[config.mk]
export PLATFORM = sky130hd
export DESIGN_NAME = even_odd_sweep_ctrl
export DESIGN_NICKNAME = d
export VERILOG_FILES = /design/src/rtl/even_odd_pkg.sv /design/src/rtl/even_odd.sv /design/src/rtl/even_odd_sweep_ctrl.sv
export SDC_FILE = /design/constraint.sdc
export NUM_CORES = 1
export LEC_CHECK = 0
export CORE_MARGIN = 2
export CORE_UTILIZATION = 65
export CTS_CLUSTER_DIAMETER = 50
export DETAILED_ROUTE_END_ITERATION = 6
export DONT_BUFFER_PORTS = 1
export PLACE_DENSITY = 0.91
export SLEW_MARGIN = 20
export SYNTH_ARGS = -nofsm -noshare
export SYNTH_HDL_FRONTEND = slang
export SYNTH_SLANG_ARGS = --single-unit
[constraint.sdc]
create_clock -name clk -period 5.2 [get_ports clk]
set_input_delay 0.52 -clock clk [delete_from_list [all_inputs] [get_ports clk]]
set_output_delay 0.52 -clock clk [all_outputs]
set_load 0.03 [all_outputs]
[src/rtl/even_odd_pkg.sv]
// Shared types and defaults for the even_odd classifier and its sweep controller.
package even_odd_pkg;

    localparam int unsigned DEFAULT_WIDTH = 4;

    typedef enum logic [1:0] {
        ST_IDLE = 2'd0,
        ST_SCAN = 2'd1,
        ST_DONE = 2'd2
    } state_e;

endpackage

[src/rtl/even_odd.sv]
// Parity classifier: flags a value as even or odd from its least significant bit.
module even_odd
    import even_odd_pkg::*;
#(
    parameter int unsigned WIDTH = DEFAULT_WIDTH
) (
    input  logic [WIDTH-1:0] a,
    output logic             even,
    output logic             odd
);

    assign even = ~a[0];
    assign odd  = a[0];

endmodule

[src/rtl/even_odd_sweep_ctrl.sv]
// Sweeps an inclusive range [lo, hi] through even_odd one value per clock,
// tallying even/odd results and pulsing done when the range is exhausted.
module even_odd_sweep_ctrl
    import even_odd_pkg::*;
#(
    parameter int unsigned WIDTH = DEFAULT_WIDTH
) (
    input  logic             clk,
    input  logic             rst_n,
    input  logic             start,
    input  logic [WIDTH-1:0] lo,
    input  logic [WIDTH-1:0] hi,
    input  logic             pause,
    output logic             busy,
    output logic [WIDTH-1:0] cur_val,
    output logic             cur_valid,
    output logic             cur_even,
    output logic             cur_odd,
    output logic [WIDTH-1:0] even_cnt,
    output logic [WIDTH-1:0] odd_cnt,
    output logic             done,
    output logic             err
);

    localparam int unsigned CNT_W = WIDTH;

    state_e             state_q, state_d;
    logic [WIDTH-1:0]   hi_q, hi_d;
    logic [WIDTH-1:0]   cur_q, cur_d;
    logic [CNT_W-1:0]   even_q, even_d;
    logic [CNT_W-1:0]   odd_q, odd_d;
    logic               err_q, err_d;
    logic               valid;

    even_odd #(.WIDTH(WIDTH)) u_even_odd (
        .a    (cur_q),
        .even (cur_even),
        .odd  (cur_odd)
    );

    assign valid = (state_q == ST_SCAN) && !pause;

    always_ff @(posedge clk or negedge rst_n) begin
        if (!rst_n) begin
            state_q <= ST_IDLE;
            hi_q    <= '0;
            cur_q   <= '0;
            even_q  <= '0;
            odd_q   <= '0;
            err_q   <= 1'b0;
        end else begin
            state_q <= state_d;
            hi_q    <= hi_d;
            cur_q   <= cur_d;
            even_q  <= even_d;
            odd_q   <= odd_d;
            err_q   <= err_d;
        end
    end

    always_comb begin
        state_d = state_q;
        hi_d    = hi_q;
        cur_d   = cur_q;
        even_d  = even_q;
        odd_d   = odd_q;
        err_d   = 1'b0;
        case (state_q)
            ST_IDLE: begin
                if (start) begin
                    if (lo <= hi) begin
                        hi_d    = hi;
                        cur_d   = lo;
                        even_d  = '0;
                        odd_d   = '0;
                        state_d = ST_SCAN;
                    end else begin
                        err_d = 1'b1;
                    end
                end
            end
            ST_SCAN: begin
                if (valid) begin
                    even_d = even_q + CNT_W'(cur_even);
                    odd_d  = odd_q + CNT_W'(cur_odd);
                    // End test precedes the increment so hi = all-ones never wraps.
                    if (cur_q == hi_q) begin
                        state_d = ST_DONE;
                    end else begin
                        cur_d = cur_q + WIDTH'(1);
                    end
                end
            end
            ST_DONE: state_d = ST_IDLE;
            default: state_d = ST_IDLE;
        endcase
    end

    assign busy      = (state_q != ST_IDLE);
    assign done      = (state_q == ST_DONE);
    assign err       = err_q;
    assign cur_val   = cur_q;
    assign cur_valid = valid;
    assign even_cnt  = even_q;
    assign odd_cnt   = odd_q;

endmodule

==> flow_summary_export.csv <==
group,metric,value,unit
outcome,outcome,"finished, final reports clean",
setup_path,worstRegToRegCells,4,
setup_path,critPathCaptureType,"register",
cells_and_area,drive_above_1_share,0.0833,
cells_and_area,area_delta_synth_final,3.52,%
hold_path,hold_path.class,"input port to register",
clock_tree,root_buffer,"clkbuf_4",
clock_tree,htree_num_levels,1,
timing,setup_violations,0,
setup_path,reg2reg_slack,2640,ps
setup_path,start_kind,"register",
cells_and_area,final_net_count,142,
die,rows,14,
clock_tree,insertion_delay,300,ps
timing,clock.fmax,390,MHz
power_and_ir_drop,p_leak,0.000548,uW
yosys,synth_cell_types,29,
setup_path,timing.rr.end,"cur_val[1]",
yosys,ys_warn_count,0,
clock_tree,numCtsBuffers,3,
grt,grt_pass1_vias,857,
timing,maxSlewHeadroom,0.357,
placement,io_buffers,0,
timing,setup_tns,0,ps
grt,antenna_found_initial,0,
clock_tree,clkTransAtPathRegs,110,ps
die,start_util,0.716,
setup_path,crit_start,"cur_val[0]",
cells_and_area,final_common_cell,"dfrtp_1",
clock_tree,cts_tree,"yes",
die,ioPinCount,30,
detailed_routing,num_vias,880,
setup_path,worstPathArrival,2760,ps
placement,pre_cts_ws,2730,ps
yosys,yosys-top-cells-area,"dfrtp_1 43%, ha_1 10%, o21ai_0 5.9%, nand2_1 5.4%, mux2_2 5.1%",
yosys,seq_area_frac_synth,0.431,
timing,finalWorstPathRequiredPeriod,2560,ps
die,core-area,1540,um^2
detailed_routing,routed_wl,2.24,mm
timing,worstMarginPinSlew,956,ps
flow_run,max-cap-violations,0,
grt,grt_overflow_total,0,
setup_path,critPathCapture,"cur_val[1]",
timing,fin_ws,2640,ps
yosys,synth_top_cell_by_area,"dfrtp_1",
yosys,syn_inst,119,
detailed_routing,route.detailed.drc,0,
die,die_x,45.2,um
cells_and_area,final_cell_mix,"19 x dfrtp_1, 16 x nand2_1, 13 x o21ai_0",
detailed_routing,via_per_inst,6.47,
yosys,avgSynthCellArea,9.27,um^2
detailed_routing,firstDrtPassIters,4,
power_and_ir_drop,power_density,634,nW/um^2
timing,slew_violations,0,
timing,hold_viol,0,
grt,grt_max_degree,20,
timing,rsz0062_at_grt,"false",
setup_path,r2r-start,"cur_val[0]",
detailed_routing,routedWlPerCell,16.4,um
clock_tree,cts_sinks,19,
setup_path,critPathKind,"register to register",
timing,timing.final.crit_share,0.493,
grt,grt.total_usage,0.257,
grt,grt_pass1_wl,3.66,mm
detailed_routing,drt-initial-drc-count,16,
yosys,syn-num-nets,140,
yosys,synth_top_area_frac,0.431,
detailed_routing,postRouteAntennaNets,0,
setup_path,cp.required,5400,ps
setup_path,cp_max_fo,9,
timing,finClkSkew,4.09,ps
yosys,synth_seq_cells,19,
power_and_ir_drop,peakVddDrop,0.439,mV
clock_tree,post-cts-setup-buffers,0,
clock_tree,ctsLongestPathBuffers,2,
cells_and_area,antenna_cells,0,
placement,gp_congestion,0.834,
placement,dp.final_hpwl,1.72,mm
yosys,syn_area,1100,um^2
die,die_height,45.2,um
die,die_area,2040,um^2
cell type report:
| type | instances | area, um^2 |
|---|---|---|
| Clock buffer | 3 | 22.5 |
| Clock inverter | 1 | 5.00 |
| Fill cell | 112 | 399 |
| Inverter | 7 | 26.3 |
| Multi-Input combinational cell | 89 | 583 |
| Sequential cell | 19 | 475 |
| Tap cell | 16 | 20.0 |
| Timing Repair Buffer | 1 | 10.0 |
worst min-delay path by stage:
stage / start / to / slack [ps] / depth (start not counted)
floorplan: rst_n / cur_val[0] / 220 / 0
global placement: rst_n / odd_cnt[2] / 220 / 0
detailed placement: rst_n / odd_cnt[2] / 220 / 0
CTS: hi[3] / hi_q[3] / 360 / 1
global route: hi[0] / hi_q[0] / 360 / 1
finish: hi[3] / hi_q[3] / 360 / 1
what timing repair did:
| action | 4_1_cts | 5_1_grt |
|---|---|---|
| setup endpoints to repair | 0 | 0 |
| hold endpoints to repair | 19 | 0 |
| hold buffers | 1 | 0 |
| gates resized for setup | 0 | 0 |
per-layer routing:
metal  vias up  track usage  wire length (um)
li1        419            -                 -
met1       429        0.299               903
met2        25        0.411              1130
met3         7       0.0960               152
met4         0        0.135                52
met5         -            0                 0
through the flow:
stage	power, uW	instances	util	instance area [um^2]	hold slack (ps)
6_report	724	136	0.741	1140	363
5_1_grt	784	136	0.741	1140	361
4_1_cts	728	136	0.741	1140	362
3_5_place_dp	649	131	0.717	1100	225
3_3_place_gp	628	131	0.717	1100	225
2_1_floorplan	592	119	-	1100	224
cell usage after synthesis:
cell type	instances
inv_1	7
nor4_1	1
nor2_1	5
clkbuf_1	3
a2bb2oi_1	1
mux2_2	5
nand3_1	8
a311oi_1	1
ha_1	9
or3b_1	1
o21a_1	1
nor3b_1	1
buf_4	1
nand2b_1	1
nand4_1	1
a21oi_1	8
dfrtp_1	19
or2_2	1
nor2b_1	4
xor2_1	4
o22ai_1	1
o21ai_0	13
nand2_1	16
a21o_1	1
o211a_1	1
o211ai_1	1
or4b_1	2
or2_0	1
and2_1	1
worst max-delay path, cell delays in order (launching register included):
cell,delay (ps)
dfrtp_1,880
xor2_1,140
nor4_1,840
a21oi_1,270
mux2_2,320
registers in the layout, summed over array words and instances (netlist names):
name and count:
cur_val 4, err 1, even_cnt 4, hi_q 4
odd_cnt 4, state_q 2
power breakdown:
part           internal, uW  switching (uW)  total, uW  leakage, uW
logic                   111             154        265     0.000300
clock network          28.7            46.6       75.3    0.0000177
registers               209             174        384     0.000230
total                   349             375        724     0.000548
logic make-up (layout without fill, tap and decap cells):
kind of cell,count (synthesis),in the layout,synth area share
AND/OR/NAND/NOR,43,43,0.197
flip-flops,19,19,0.431
buffers and inverters,11,12,0.0408
AO/OA/AOI/OAI,28,28,0.146
multiplexers,5,5,0.0510
XOR/XNOR,4,4,0.0317
adder cells (fa/ha/maj),9,9,0.102
Note: power is estimated with default switching activity, not from simulation.
